==> src/rtl/alu_seq_slice.sv <==
// alu_seq_slice: multi-cycle ALU that processes a WIDTH-bit operation one
// SLICE-bit slice per clock, LSB first, with a registered carry between slices.
// There is a valid/ready handshake on both sides, and one operation is in flight
// at a time.
module alu_seq_slice #(
  parameter int WIDTH = 16,
  parameter int SLICE = 4
) (
  input  logic             clk,
  input  logic             rst_n,
  input  logic             in_valid,
  output logic             in_ready,
  input  logic [WIDTH-1:0] a,
  input  logic [WIDTH-1:0] b,
  input  logic [3:0]       s,
  input  logic             m,
  input  logic             cin,
  output logic             out_valid,
  input  logic             out_ready,
  output logic [WIDTH-1:0] result,
  output logic             cout,
  output logic             zero,
  output logic             ovf
);

  localparam int NSLICE = WIDTH / SLICE;
  localparam int IDXW   = (NSLICE > 1) ? $clog2(NSLICE) : 1;
  localparam logic [IDXW-1:0] LAST_IDX = IDXW'(NSLICE - 1);

  // A partial last slice has no meaningful carry chain, so refuse to build one.
  if ((WIDTH % SLICE) != 0) begin : g_bad_width
    $error("alu_seq_slice: WIDTH must be a multiple of SLICE");
  end

  typedef enum logic [1:0] {
    ST_IDLE = 2'd0,
    ST_BUSY = 2'd1,
    ST_DONE = 2'd2
  } state_t;

  state_t           state_q;
  logic [WIDTH-1:0] a_q, b_q;
  logic [3:0]       s_q;
  logic             m_q;
  logic             carry_q;
  logic [IDXW-1:0]  idx_q;
  logic [WIDTH-1:0] result_q;
  logic             cout_q, zero_q, ovf_q, out_valid_q;

  logic [SLICE-1:0] a_sl_s, b_sl_s, y_sl_s, lg_sl_s, slice_res_s;
  logic [SLICE:0]   sum_s;
  logic             slice_cout_s;
  logic             ovf_d;
  logic [WIDTH-1:0] result_d;

  // Slice datapath: pick the current slice, form Y, then add or apply the logic function.
  always_comb begin
    a_sl_s = a_q[int'(idx_q)*SLICE +: SLICE];
    b_sl_s = b_q[int'(idx_q)*SLICE +: SLICE];
    case (s_q[1:0])
      2'b00:   y_sl_s = {SLICE{1'b0}};
      2'b01:   y_sl_s = b_sl_s;
      2'b10:   y_sl_s = ~b_sl_s;
      2'b11:   y_sl_s = {SLICE{1'b1}};
      default: y_sl_s = {SLICE{1'b0}};
    endcase
    sum_s = {1'b0, a_sl_s} + {1'b0, y_sl_s} + {{SLICE{1'b0}}, carry_q};
    lg_sl_s = {SLICE{1'b0}};
    for (int i = 0; i < SLICE; i++) begin
      lg_sl_s[i] = s_q[{a_sl_s[i], b_sl_s[i]}];
    end
    if (m_q) begin
      slice_res_s  = lg_sl_s;
      slice_cout_s = 1'b0;
      ovf_d        = 1'b0;
    end else begin
      slice_res_s  = sum_s[SLICE-1:0];
      slice_cout_s = sum_s[SLICE];
      // Only meaningful on the MSB slice, where these are the operand sign bits.
      ovf_d        = (a_sl_s[SLICE-1] == y_sl_s[SLICE-1]) &&
                     (sum_s[SLICE-1] != a_sl_s[SLICE-1]);
    end
    result_d = result_q;
    result_d[int'(idx_q)*SLICE +: SLICE] = slice_res_s;
  end

  // Control FSM plus all registered state and outputs.
  always_ff @(posedge clk) begin
    if (!rst_n) begin
      state_q     <= ST_IDLE;
      a_q         <= {WIDTH{1'b0}};
      b_q         <= {WIDTH{1'b0}};
      s_q         <= 4'd0;
      m_q         <= 1'b0;
      carry_q     <= 1'b0;
      idx_q       <= {IDXW{1'b0}};
      result_q    <= {WIDTH{1'b0}};
      cout_q      <= 1'b0;
      zero_q      <= 1'b0;
      ovf_q       <= 1'b0;
      out_valid_q <= 1'b0;
    end else begin
      case (state_q)
        ST_IDLE: begin
          if (in_valid) begin
            a_q     <= a;
            b_q     <= b;
            s_q     <= s;
            m_q     <= m;
            carry_q <= s[2] ? 1'b1 : cin;
            idx_q   <= {IDXW{1'b0}};
            state_q <= ST_BUSY;
          end else begin
            state_q <= ST_IDLE;
          end
        end
        ST_BUSY: begin
          result_q <= result_d;
          carry_q  <= slice_cout_s;
          if (idx_q == LAST_IDX) begin
            idx_q       <= {IDXW{1'b0}};
            cout_q      <= slice_cout_s;
            zero_q      <= (result_d == {WIDTH{1'b0}});
            ovf_q       <= ovf_d;
            out_valid_q <= 1'b1;
            state_q     <= ST_DONE;
          end else begin
            idx_q   <= idx_q + IDXW'(1);
            state_q <= ST_BUSY;
          end
        end
        ST_DONE: begin
          if (out_ready) begin
            out_valid_q <= 1'b0;
            state_q     <= ST_IDLE;
          end else begin
            state_q <= ST_DONE;
          end
        end
        default: begin
          out_valid_q <= 1'b0;
          state_q     <= ST_IDLE;
        end
      endcase
    end
  end

  assign in_ready  = (state_q == ST_IDLE);
  assign out_valid = out_valid_q;
  assign result    = result_q;
  assign cout      = cout_q;
  assign zero      = zero_q;
  assign ovf       = ovf_q;

endmodule
==> config.mk <==
export PLATFORM = sky130hd
export DESIGN_NAME = alu_seq_slice
export DESIGN_NICKNAME = d
export VERILOG_FILES = /design/src/rtl/alu_seq_slice.sv
export SDC_FILE = /design/constraint.sdc
export NUM_CORES = 1
export LEC_CHECK = 0
export CAP_MARGIN = 10
export CORE_ASPECT_RATIO = 0.7
export CORE_MARGIN = 4
export CORE_UTILIZATION = 35
export CTS_BUF_LIST = sky130_fd_sc_hd__clkbuf_2 sky130_fd_sc_hd__clkbuf_4 sky130_fd_sc_hd__clkbuf_8
export DETAILED_ROUTE_END_ITERATION = 12
export PLACE_DENSITY = 0.62
export SETUP_SLACK_MARGIN = 0.1
export SLEW_MARGIN = 10
export SYNTH_ARGS = -nofsm -noshare
export SYNTH_HDL_FRONTEND = slang
export SYNTH_SLANG_ARGS = --single-unit
==> constraint.sdc <==
create_clock -name clk -period 4.2 [get_ports clk]
set_input_delay 0.84 -clock clk [delete_from_list [all_inputs] [get_ports clk]]
set_output_delay 0.84 -clock clk [all_outputs]
set_load 0.03 [all_outputs]
# Word level (Yosys, flattened, before mapping)
# Index checks and enable logic that the tools add are counted.
[op_classes] eq_ne=11 muxes=26 bitwise_logic=2 shift=4 reduce_logical=9 add_sub_neg=4 n_lt_le_gt_ge=4
[op_table] operator="negator 4 -> 33 bit" count=1
[op_table] operator="variable shift 4 x 33 -> 16 bit, first input constant" count=1
[op_table] operator="indexed part select 4 x 33 -> 16 bit" count=1
[op_table] operator="indexed part select 16 x 5 -> 4 bit" count=2
[op_table] operator="bitwise mux 16 bit" count=1
[op_table] operator="zero test 16 bit" count=1
[op_table] operator="case mux 4 bit (4 select lines)" count=1
[op_table] operator="< comparator 2 x 3 -> 1 bit, second input constant" count=4
[op_table] operator="2-to-1 mux 1 bit" count=11
[op_table] operator="binary-select mux 1 bit (select 2 bit)" count=4
[op_table] operator="== test 2 bit, second input constant" count=4
[op_table] operator="2-to-1 mux 2 bit" count=4
[op_table] operator="inequality test 2 bit, second input constant" count=3
[op_table] operator="case mux 2 bit (3 select lines)" count=1
[op_table] operator="AND reduction 2 bit" count=3
[op_table] operator="adder 4 x 4 -> 5 bit" count=1
[op_table] operator="adder 5 x 1 -> 5 bit" count=1
[op_table] operator="== test 2 x 1 -> 1 bit, second input constant" count=2
[op_table] operator="zero test 2 bit" count=2
[op_table] operator="2-to-1 mux 4 bit" count=1
[op_table] operator="inverter 4 bit" count=1
[op_table] operator="case mux 2 bit (2 select lines)" count=1
[op_table] operator="case mux 1 bit (3 select lines)" count=1
[op_table] operator="AND reduction 3 bit" count=1
[op_table] operator="other kinds (7)" count=7
[word_totals] out_inout_bits=21 word_cells=72 ff_bits=62

# Depth between registers and ports, before layout
[logic_depth] depth_word=9 depth_mapped=11 depth_no_buf=10

# Least setup slack after synthesis
# No wires, ideal clock.
[synth_timing] kind="register -> register" startpoint="reg idx_q[1]" endpoint="reg zero_q, in the netlist zero" slack_ns=1.001 n_path_buf=1 period_less_slack_ns=3.199 t_required_ns=4.133 t_arrival_ns=3.131 path_stages_with_launch=12 path_cell_list="dfxtp_1 clkbuf_8 mux4_1 mux2i_1 fa_1 fa_1 xnor2_1 nand2_1 o221ai_1 a2111oi_0 o221ai_2 o21ai_2"
[synth_between] elab_chain_len=9 elab_cells_between_ends=22 classes_between="3 x add/sub; 1 x eq/ne; 4 x shift; 11 x mux; 1 x bitwise; 2 x reduce/logical"
[synth_lines] item="from (decl)" line="46" source="logic [IDXW-1:0] idx_q;"
[synth_lines] item="from (signal assigned)" line="96" source="idx_q <= {IDXW{1'b0}};"
[synth_lines] item="from (signal assigned)" line="111" source="idx_q <= {IDXW{1'b0}};"
[synth_lines] item="from (signal assigned)" line="121" source="idx_q <= {IDXW{1'b0}};"
[synth_lines] item="indexed part select 16 x 5 -> 4 bit" line="59" source="b_sl_s = b_q[int'(idx_q)*SLICE +: SLICE];"
[synth_lines] item="inverter 4 bit" line="63" source="2'b10: y_sl_s = ~b_sl_s;"
[synth_lines] item="case mux 4 bit (4 select lines)" line="60" source="case (s_q[1:0])"
[synth_lines] item="adder 4 x 4 -> 5 bit" line="67" source="sum_s = {1'b0, a_sl_s} + {1'b0, y_sl_s} + {{SLICE{1'b0}}, carry_q};"
[synth_lines] item="adder 5 x 1 -> 5 bit" line="67"
[synth_lines] item="2-to-1 mux 4 bit" line="72" source="if (m_q) begin"
[synth_lines] item="indexed part select 4 x 33 -> 16 bit" line="84" source="result_d[int'(idx_q)*SLICE +: SLICE] = slice_res_s;"
[synth_lines] item="bitwise mux 16 bit" line="84"
[synth_lines] item="zero test 16 bit" line="123" source="zero_q <= (result_d == {WIDTH{1'b0}});"
[synth_lines] item="to (signal assigned)" line="123"
[synth_lines] item="to (decl)" line="48" source="logic cout_q, zero_q, ovf_q, out_valid_q;"
# Parallel ways exist; a longest one is shown, timed or not. The select of a mux whose other input is x is not followed.
# A chain may end at the register's enable or synchronous reset.

# Worst setup path in the final report
[layout_timing] startpoint="reg idx_q[0]" endpoint="reg zero_q, in the netlist zero"
# The elaborated chain is that of the path after synthesis.

==> impl_metrics.ini <==
[place]
io_buffers = 62
dp_hpwl_um = 6220
post-place-ws_ns = 0.734
dp.cells = 530
place_congestion = 0.862
placedInstanceArea_um2 = 3950

[synth]
async_flop_share_pct = 0
yosys_warnings = 0
yosys.area.top_type = dfxtp_1
ys_seq_area_share_pct = 37.9
synth_cell_types = 48
synth_edf_count = 0
syn_inst = 361
syn_area_um2 = 3280
synth.net_count = 414
synth-seq-cells = 62
synth_area_leaders = dfxtp_1, nand2_1, a21boi_0
syn_avg_cell_area_um2 = 9.08
synth_top_area_share_pct = 37.9
ys.flop_type = dfxtp_1

[cells_and_area]
fillerInstances = 888
final_area_um2 = 4130
area_growth_pct = 25.9
post-route-util_pct = 45.3
final_nets = 470
diodes = 0
instances_no_fill = 546
drive_above_1_share_pct = 9.00

[timing]
hold_viol_final = 0
rsz0062_at_grt = false
fin_tns_setup_ns = 0
finalSetupViolCount = 0
slew_violations = 0
worst_slack_ns = 0.650
fin_crit_ns = 3.55
min_period_over_period_pct = 84.5
max_freq_ghz = 0.282
fin_skew_ns = 0.00958
fin_hold_ws_ns = 0.465
relSlewSlack_pct = 56.4
worstMarginPinSlew_ns = 0.653

[cts]
cts_root_buffer = clkbuf_8
clk_path_buf_depth = 2
post_cts_resized = 0
htreeDepth = 3
cts_buffers = 9
clkTransAtPathRegs_ns = 0.07
cts_sinks = 62
cts_tree = yes
postCtsSetupRepairBufs = 0
cts-hold-fix-buffers = 0
insertion_delay_ns = 0.35

[drt]
viasPerCell = 4.99
vias = 2722
wirelength_um = 8190
antenna_left = 0
drtIter0Drc = 115
wire_per_inst_um = 15.0
dr.pass1.iters = 4
drc = 0

[setup_path]
required_ns = 4.49
reg2reg_to = zero
cp_max_fo = 16
ff2ff_path_depth = 10
end_kind = flop
path_class = flop to flop
startpoint = idx_q[0]
r2r_slack_ns = 0.65
crit_arrival_ns = 3.84
timing.rr.start = idx_q[0]
start_kind = flop

[floorplan]
dieArea_um2 = 11000
ios = 63
die_y_um = 89.0
rows = 29
initial_utilization_pct = 36.0
core_um2 = 9110
die_w_um = 124

[global_route]
first_global_vias = 2626
antenna_found_initial = 0
grt_max_degree = 63
grtUsageTotal_pct = 16.3
grt_pass1_wl_um = 13600
grt_overflow = 0

[pwr]
power.density_nw_per_um2 = 333
ir_drop_mv = 0.141
total_power_mw = 1.37
p_leak_nw = 1.45

[min_path]
hp-class = flop to flop
whs_endpoint = b_q[0]
holdCritStartpoint = b_q[0]
holdPathStages = 2

[job]
drv_cap = 0

[status]
outcome = finished clean
[logic make-up after synthesis]
family | after synthesis | share of synthesized area, %
adders and majority gates | 11 | 4.66
AOI/OAI and AO/OA | 84 | 19.2
and+or+nand+nor | 150 | 21.8
buffers and inverters | 30 | 5.27
DFF | 62 | 37.9
muxes | 23 | 11.0
xor gates and xnor gates | 1 | 0.267
[worst max-delay path: stages, from the launching register on]
cell and delay [ns]:
dfxtp_1 0.74, mux4_1 0.49, mux2i_1 0.17, fa_1 0.43
fa_1 0.42, xnor2_1 0.14, nand2_1 0.10, o221ai_1 0.13
a2111oi_0 0.54, o221ai_2 0.19, o21ai_2 0.13
[layout by cell type (no fill, tap or decap), drive strengths merged, types with 8 or more instances in the layout]
cell	netlist	routed
nand2	89	89
dfxtp	62	62
clkdlybuf4s50	0	62
a21boi	40	40
nor2b	21	21
a22oi	18	18
mux2i	13	13
inv	9	11
nor2	10	10
ha	9	9
clkbuf	17	9
mux4	8	8
[power breakdown]
group | total [mW] | internal (mW) | switching, mW
Sequential | 0.640 | 0.615 | 0.0260
Combinational | 0.254 | 0.122 | 0.132
Clock | 0.478 | 0.219 | 0.259
[synth_stat cells (2+ instances only)]
cell type / number
nand2_1: 89
dfxtp_1: 62
a21boi_0: 40
nor2b_1: 21
a22oi_1: 18
clkbuf_1: 15
mux2i_1: 12
nor2_1: 10
ha_1: 9
inv_1: 9
a21oi_1: 6
mux4_1: 6
and2_1: 5
nor4_1: 4
a211oi_1: 3
nand3_1: 3
nor3_1: 3
o21ai_0: 3
o22ai_1: 3
or2_2: 3
clkbuf_8: 2
fa_1: 2
mux2_2: 2
mux4_2: 2
nand2b_1: 2
o21a_1: 2
o221ai_1: 2
o221ai_2: 2
or4bb_2: 2
[sequential cells by signal, indices dropped and copies added, names as in the netlist]
signal     count
carry_q        1
result        16
ovf            1
m_q            1
state_q        2
s_q            4
out_valid      1
b_q           16
idx_q          2
cout           1
zero           1
a_q           16
[layout make-up]
cell class / count / area [µm²] / area share, %
Sequential cell: 62 / 1240 / 30.1
Multi-Input combinational cell: 269 / 1860 / 45.2
Clock inverter: 7 / 57.6 / 1.39
Timing Repair Buffer: 66 / 651 / 15.8
Tap cell: 124 / 155 / 3.76
Clock buffer: 9 / 124 / 3.00
Inverter: 9 / 33.8 / 0.819
[worst max-delay path by stage]
stage	endpoint	slack (ns)	cells after the start
final	zero	0.65	10
after global routing	zero	0.37	9
after CTS	zero	0.70	10
after detailed placement	zero	0.73	10
after global placement	zero	0.74	10
after floorplan	zero	1.00	11
[layer usage]
layer  vias to the layer above  track usage [%]  share of wire, %
met3                        11             5.31               6.7
li1                       1379                -                 -
met5                         -                0                 0
met1                      1255             24.4                52
met2                        77             22.0                41
met4                         0             4.52               1.1
No activity file was read; power rests on OpenSTA's default activity.
